### config.mk
export PLATFORM = sky130hd
export DESIGN_NAME = and_gate_bist_ctrl
export DESIGN_NICKNAME = d
export VERILOG_FILES = /design/src/rtl/and_gate_bist_ctrl.sv
export SDC_FILE = /design/constraint.sdc
export NUM_CORES = 1
export LEC_CHECK = 0
export ABC_CLOCK_PERIOD_IN_PS = 1800
export BUFFER_PORTS_ARGS = -buffer_cell sky130_fd_sc_hd__clkbuf_2
export CORE_UTILIZATION = 40
export DETAILED_ROUTE_END_ITERATION = 16
export PLACE_DENSITY_LB_ADDON = 0.15
export REMOVE_ABC_BUFFERS = 1
export SLEW_MARGIN = 20
export SYNTH_ARGS = -nofsm -noshare
export SYNTH_HDL_FRONTEND = slang
export SYNTH_SLANG_ARGS = --single-unit
### constraint.sdc
create_clock -name CLK -period 1.8 [get_ports CLK]
set_input_delay 0 -clock CLK [delete_from_list [all_inputs] [get_ports CLK]]
set_output_delay 0 -clock CLK [all_outputs]
set_load 0.1 [all_outputs]
### src/rtl/and_gate_bist_ctrl.sv
`default_nettype none
// ============================================================================
// Module   : and_gate_bist_ctrl
// Purpose  : Built-in self test sequencer for a dual 2-input AND gate. It
//            applies an 8-vector table and records a per-vector fail map.
// Revision : 1.0 - initial release
// ============================================================================

module and_gate_bist_ctrl #(
    parameter int unsigned SETTLE = 2
) (
    input  logic       CLK,
    input  logic       RST,
    input  logic       START,
    input  logic       ABORT,
    output logic       A1,
    output logic       B1,
    output logic       A2,
    output logic       B2,
    input  logic       Y1,
    input  logic       Y2,
    output logic       BUSY,
    output logic       DONE,
    output logic       PASS,
    output logic [7:0] FAIL_MAP,
    output logic [3:0] ERR_CNT
);

    localparam logic [3:0] c_settle  = 4'(SETTLE);
    localparam logic [3:0] c_err_max = 4'd8;

    typedef enum logic [1:0] {
        IDLE  = 2'd0,
        WAIT  = 2'd1,
        CHECK = 2'd2,
        FIN   = 2'd3
    } state_t;

    state_t     r_state;
    logic [2:0] r_idx;
    logic [3:0] r_cnt;
    logic [3:0] r_vec;       // {A1, B1, A2, B2}
    logic       r_busy;
    logic       r_done;
    logic [7:0] r_fail_map;
    logic [3:0] r_err_cnt;

    state_t     w_state_nxt;
    logic [2:0] w_idx_nxt;
    logic [3:0] w_cnt_nxt;
    logic [3:0] w_vec_nxt;
    logic       w_busy_nxt;
    logic       w_done_nxt;
    logic [7:0] w_fail_map_nxt;
    logic [3:0] w_err_cnt_nxt;
    logic       w_mismatch;

    // Index bit 2 selects the gate; bits 1:0 walk (1,1),(0,1),(1,0),(0,0).
    // The idle gate always sees zeros so its expected output is 0.
    function automatic logic [3:0] vec_for(input logic [2:0] idx);
        logic [1:0] ab;
        ab = {~idx[0], ~idx[1]};
        return idx[2] ? {2'b00, ab} : {ab, 2'b00};
    endfunction

    assign w_mismatch = (Y1 != (r_vec[3] & r_vec[2])) ||
                        (Y2 != (r_vec[1] & r_vec[0]));

    always_comb begin
        w_state_nxt    = r_state;
        w_idx_nxt      = r_idx;
        w_cnt_nxt      = r_cnt;
        w_vec_nxt      = r_vec;
        w_busy_nxt     = r_busy;
        w_done_nxt     = r_done;
        w_fail_map_nxt = r_fail_map;
        w_err_cnt_nxt  = r_err_cnt;

        if (ABORT) begin
            w_state_nxt    = IDLE;
            w_idx_nxt      = 3'd0;
            w_cnt_nxt      = 4'd0;
            w_vec_nxt      = 4'b0000;
            w_busy_nxt     = 1'b0;
            w_done_nxt     = 1'b0;
            w_fail_map_nxt = 8'h00;
            w_err_cnt_nxt  = 4'd0;
        end else begin
            case (r_state)
                IDLE, FIN: begin
                    if (START) begin
                        w_state_nxt    = WAIT;
                        w_idx_nxt      = 3'd0;
                        w_cnt_nxt      = c_settle;
                        w_vec_nxt      = vec_for(3'd0);
                        w_busy_nxt     = 1'b1;
                        w_done_nxt     = 1'b0;
                        w_fail_map_nxt = 8'h00;
                        w_err_cnt_nxt  = 4'd0;
                    end
                end
                WAIT: begin
                    w_cnt_nxt = r_cnt - 4'd1;
                    if (r_cnt == 4'd1) begin
                        w_state_nxt = CHECK;
                    end
                end
                CHECK: begin
                    if (w_mismatch) begin
                        w_fail_map_nxt[r_idx] = 1'b1;
                        if (r_err_cnt != c_err_max) begin
                            w_err_cnt_nxt = r_err_cnt + 4'd1;
                        end
                    end
                    if (r_idx != 3'd7) begin
                        w_idx_nxt   = r_idx + 3'd1;
                        w_vec_nxt   = vec_for(r_idx + 3'd1);
                        w_cnt_nxt   = c_settle;
                        w_state_nxt = WAIT;
                    end else begin
                        w_vec_nxt   = 4'b0000;
                        w_busy_nxt  = 1'b0;
                        w_done_nxt  = 1'b1;
                        w_state_nxt = FIN;
                    end
                end
                default: begin
                    w_state_nxt = IDLE;
                end
            endcase
        end
    end

    always_ff @(posedge CLK or posedge RST) begin
        if (RST) begin
            r_state    <= IDLE;
            r_idx      <= 3'd0;
            r_cnt      <= 4'd0;
            r_vec      <= 4'b0000;
            r_busy     <= 1'b0;
            r_done     <= 1'b0;
            r_fail_map <= 8'h00;
            r_err_cnt  <= 4'd0;
        end else begin
            r_state    <= w_state_nxt;
            r_idx      <= w_idx_nxt;
            r_cnt      <= w_cnt_nxt;
            r_vec      <= w_vec_nxt;
            r_busy     <= w_busy_nxt;
            r_done     <= w_done_nxt;
            r_fail_map <= w_fail_map_nxt;
            r_err_cnt  <= w_err_cnt_nxt;
        end
    end

    assign A1       = r_vec[3];
    assign B1       = r_vec[2];
    assign A2       = r_vec[1];
    assign B2       = r_vec[0];
    assign BUSY     = r_busy;
    assign DONE     = r_done;
    assign PASS     = r_done && (r_fail_map == 8'h00);
    assign FAIL_MAP = r_fail_map;
    assign ERR_CNT  = r_err_cnt;

endmodule

`default_nettype wire

Yosys cells after proc, flatten, opt, wreduce, memory -nomap -nowiden
Index checks and enable logic that the tools add are counted.

Add/subtract/negate cells: 3. $lt $le $gt $ge: 2. Eq/ne operators: 14. Mux-type cells: 37. Bitwise operators: 5. Reduce and logical (&&, ||, !) cells: 14.

Operators with widths (count): two-way mux 4 bit (11); two-way mux 8 bit (3); inequality test 3 bit (second input constant) (7); case mux 4 bit (2 select lines) (2); case mux 8 bit (2 select lines) (1); case mux 4 bit (3 select lines) (1); two-way mux 3 bit (3); AND reduction 3 bit (3); logical NOT 8 bit (1); two-way mux 2 bit (4); OR 8 bit (1); two-way mux 1 bit (7); case mux 2 bit (3 select lines) (1); case mux 3 bit (2 select lines) (1); AND reduction 2 bit (3); adder 4 x 1 -> 4 bit (second input constant) (1); equality test 2 bit (second input constant) (2); equality test 4 x 1 -> 1 bit (second input constant) (1); < comparator 3 x 4 -> 1 bit (second input constant) (1); inequality test 4 bit (second input constant) (1); case mux 1 bit (2 select lines) (2); AND reduction 4 bit (1); subtractor 4 x 1 -> 4 bit (second input constant) (1); adder 3 x 1 -> 3 bit (second input constant) (1); other kinds (11) (15).

Bits in registers: 27. Output and inout port bits: 19. Word-level logic and storage cells: 83.

Longest topological paths before layout
Depth in word-level cells: 8. Depth in mapped cells: 7. Gate-level depth less buffers: 6.

Worst setup path after synthesis
No wires, ideal clock.

Path type: register to output. Start point: register r_fail_map[4] (netlist: FAIL_MAP[4]). End point: output port PASS. Data arrival time: 4059 ps. Required time: 1800 ps. Setup slack: -2259 ps. Cell stages (with the launch flop): 4. Path buffers: 0. Path through: dfrtp_1 -> nor4_1 -> nand3b_1 -> nor4_1.

Word-level cells in the longest chain between the ends: 2.

Ends and longest elaborated chain: start: declaration (line 45) `logic [7:0] r_fail_map;`; start signal: assignment (line 151) `r_fail_map <= w_fail_map_nxt;`; logical NOT 8 bit (line 162) `assign PASS = r_done && (r_fail_map == 8'h00);`; logical AND 1 bit (line 162); end: declaration (line 24) `output logic PASS,`.

Every way passes these cells.

Worst setup path after layout
Start point: register r_state[1]. End point: register r_idx[1].

Word-level cells in the longest chain between the ends: 4. Elaborated cells on any way between the ends: 10. Classes of those cells: eq/ne: 4; mux: 2; reduce/logical: 4.

Ends and longest elaborated chain: start: declaration (line 39) `state_t r_state;`; start signal: assignment (line 145) `r_state <= w_state_nxt;`; equality test 2 bit or logical NOT 2 bit (tied branches) (line 89) `case (r_state)`; OR reduction 2 bit (line 89); inequality test 3 bit (no source line), or another cell as far along; AND reduction 3 bit (no source line) or two-way mux 3 bit (tied branches); end signal: assignment (line 146) `r_idx <= w_idx_nxt;`; end: declaration (line 40) `logic [2:0] r_idx;`.

Parallel ways exist; a longest one is shown, timed or not. A chain may end at the register's enable or synchronous reset.

==> results.sh <==
export IMPL_dpl_cell_area_mm2=0.001841
export IMPL_power_total_mw=2.099
export IMPL_via_per_inst=5.448
export IMPL_status="finished clean"
export IMPL_fp_dieW_um=64.83
export IMPL_required_ps=1960
export IMPL_p_per_area_mw_per_mm2=1091
export IMPL_clkSlewWorstSetupHoldPaths_ps=90
export IMPL_synth_top_family_by_area="simple AND/OR/NAND/NOR gates"
export IMPL_yosys_warnings=0
export IMPL_start_kind="flop"
export IMPL_finalNetCount=219
export IMPL_cts_tree="yes"
export IMPL_numCtsBuffers=3
export IMPL_peakVddDrop_v=0.0006664
export IMPL_arrival_ps=1880
export IMPL_ys_types=43
export IMPL_setup_worst_path_end_class="flop"
export IMPL_antenna_found_initial=0
export IMPL_synth_cells=168
export IMPL_layout_min_cycle_time_ps=1721
export IMPL_skew_ps=2.956
export IMPL_yosys_cell_count_top_type="dfrtp_1"
export IMPL_p_switching_mw=0.8925
export IMPL_synth_simple_area_share=0.2314
export IMPL_synth_adder_area_share=0.06339
export IMPL_insertion_delay_ps=270
export IMPL_dpl_cell_count=246
export IMPL_via_count=1373
export IMPL_drcViolationCount=0
export IMPL_crit_fanout=7
export IMPL_synth_seq_cells=27
export IMPL_synth_compound_area_frac=0.1981
export IMPL_setup_slack_ps=78.74
export IMPL_internal_power_mw=1.207
export IMPL_slew_viol_final=0
export IMPL_syn_cell_area_mm2=0.001579
export IMPL_finalSetupViolCount=0
export IMPL_post_dp_hpwl_um=2414
export IMPL_rows=22
export IMPL_wire_per_inst_um=13.13
export IMPL_antenna_cells=0
export IMPL_ys_top_cells_by_area="dfrtp_1 (43%), ha_1 (6.3%), a31oi_1 (3.6%)"
export IMPL_worst_setup_path_type="flop to flop"
export IMPL_grt_max_degree=28
export IMPL_routed_wl_um=3309
export IMPL_ioPinCount=25
export IMPL_htreeDepth=1
export IMPL_worst_slew_pin_slew_ps=543.3
export IMPL_gp_congestion=0.7495
export IMPL_leakage_nw=0.9163
export IMPL_holdWs_ps=150.0
export IMPL_fmax_mhz=581.0
export IMPL_drive_above_1_share=0.2549
export IMPL_port_buffers=24
export IMPL_clockBufferDepth=2
export IMPL_synth_xor_area_share=0
export IMPL_place_ws_ps=-138.4
export IMPL_yosysTopAreaCell="dfrtp_1"
export IMPL_clock_sinks=27
export IMPL_clock_power_share=0.162
export IMPL_cts_root_buffer="clkbuf_8"
export IMPL_synthFlopType="dfrtp_1"
export IMPL_muxShareOfSynthArea=0.03090
export IMPL_netlist_top_cells_count="dfrtp_1 (27), nor2_1 (15), nand2_1 (14)"
export IMPL_post_synth_top_area_fraction=0.4279
export IMPL_setup_tns_ps=0
export IMPL_ys_seq_area_frac=0.4279
export IMPL_hold_path_class="primary input to flop"
export IMPL_p_comb_frac=0.475
export IMPL_post_route_period_util=0.9563
export IMPL_dieHeight_um=64.83
export IMPL_grtUsageTotal=0.1798
export IMPL_relSlewSlack=0.6394
export IMPL_avgSynthCellArea_um2=9.399
export IMPL_drt_iter0_drc=45
export IMPL_die_area_mm2=0.004203
export IMPL_rsz0062_at_grt="false"
export IMPL_overflow=0
export IMPL_grt_pass1_wl_um=5816
export IMPL_initial_core_util=0.4249
export IMPL_grt_pass1_vias=1311
export IMPL_seqPwrFrac=0.363
export IMPL_hold_viol=0
export IMPL_final_cells=252
export IMPL_coreArea_mm2=0.003716
export IMPL_maxCapViolations=0
export IMPL_area_growth_pct=21.87
export IMPL_stdcell_area_mm2=0.001924
export IMPL_final_util=0.5178
export IMPL_dr_pass1_iters=4
export IMPL_ys_async_sr_fraction=1.000
export IMPL_synth_edf_count=0
export IMPL_swShare=0.4251
export IMPL_ant_nets=0
-- power by group through the flow --
stage,Combinational [mW],Sequential (mW),Clock (mW)
5_1_grt,1.08,0.780,0.380
3_3_place_gp,0.951,0.762,0
2_1_floorplan,0.474,1.00,0
3_5_place_dp,0.959,0.771,0
6_report,0.998,0.762,0.340
4_1_cts,1.00,0.759,0.351
-- registers in the layout, indices dropped and copies added (netlist names) --
name	flops
BUSY	1
DONE	1
r_state	2
ERR_CNT	4
FAIL_MAP	8
r_idx	3
r_cnt	4
r_vec	4
-- critical path, cell delays in order, from the launching register on --
cell	delay, ps
dfrtp_1	420
ha_4	320
mux2i_2	260
buf_4	170
nor3_4	50
buf_4	150
a32o_1	240
-- metal layers --
layer / wire length [um] / share of wire / track usage / vias to the layer above
met2: 1521 / 0.46 / 0.2995 / 29
met1: 1636 / 0.49 / 0.2379 / 653
met5: 0 / 0 / 0 / -
met3: 103 / 0.031 / 0.02113 / 4
met4: 48 / 0.015 / 0.06667 / 0
li1: - / - / - / 687
-- area by class of cell --
cell class | instances | area [um2]
inverter | 12 | 45.04
tap | 48 | 60.06
clock buffer | 4 | 45.04
multi-input combinational | 122 | 848.3
sequential | 27 | 675.6
fill | 351 | 1792
timing repair buffer | 39 | 250.2
-- cells in the final DEF (no fill, tap or decap), types with 3 or more instances in the layout --
cell and instances:
dfrtp_1 27, clkbuf_2 23, nand2_1 14, nor2_1 14, buf_4 14, inv_1 11
a31oi_1 9, ha_1 7, a21oi_1 6, and3_1 5, nor2b_1 5, o21ai_0 5
o22ai_1 4, nand3_1 4, nand2b_1 4, a32o_1 4, o31ai_1 3, nor3b_1 3
o21ai_1 3, nand3b_1 3, clkbuf_8 3
-- final timing paths --
kind / cells past startpoint / from / slack [ps] / to
max: 6 / r_state[1]$_DFFE_PP0P_ / 80 / r_idx[1]$_DFFE_PP0P_
min: 2 / ABORT / 150 / r_cnt[1]$_DFFE_PP0P_
max reg2reg: 6 / r_state[1]$_DFFE_PP0P_ / 80 / r_idx[1]$_DFFE_PP0P_
min reg2reg: 2 / FAIL_MAP[6]$_DFFE_PP0P_ / 530 / FAIL_MAP[6]$_DFFE_PP0P_
max in group asynchronous: 4 / RST / 1230 / r_vec[2]$_DFFE_PP0P_
min in group asynchronous: 4 / RST / 310 / r_cnt[2]$_DFFE_PP0P_
-- repair_timing --
action	4_1_cts	5_1_grt
buffers inserted	1	0
setup endpoints to repair	12	5
endpoints found under the hold margin	27	0
gates resized for setup	3	1
pin swaps	1	1
hold buffers	1	0
-- logic make-up (layout without fill, tap and decap cells) --
group,Yosys count,after routing
and+or+nand+nor,66,66
buffers and inverters,19,55
adders and majority gates,8,8
AOI/OAI and AO/OA,44,44
DFF,27,27
muxes,4,4
Power figures use the tool's default switching activity.
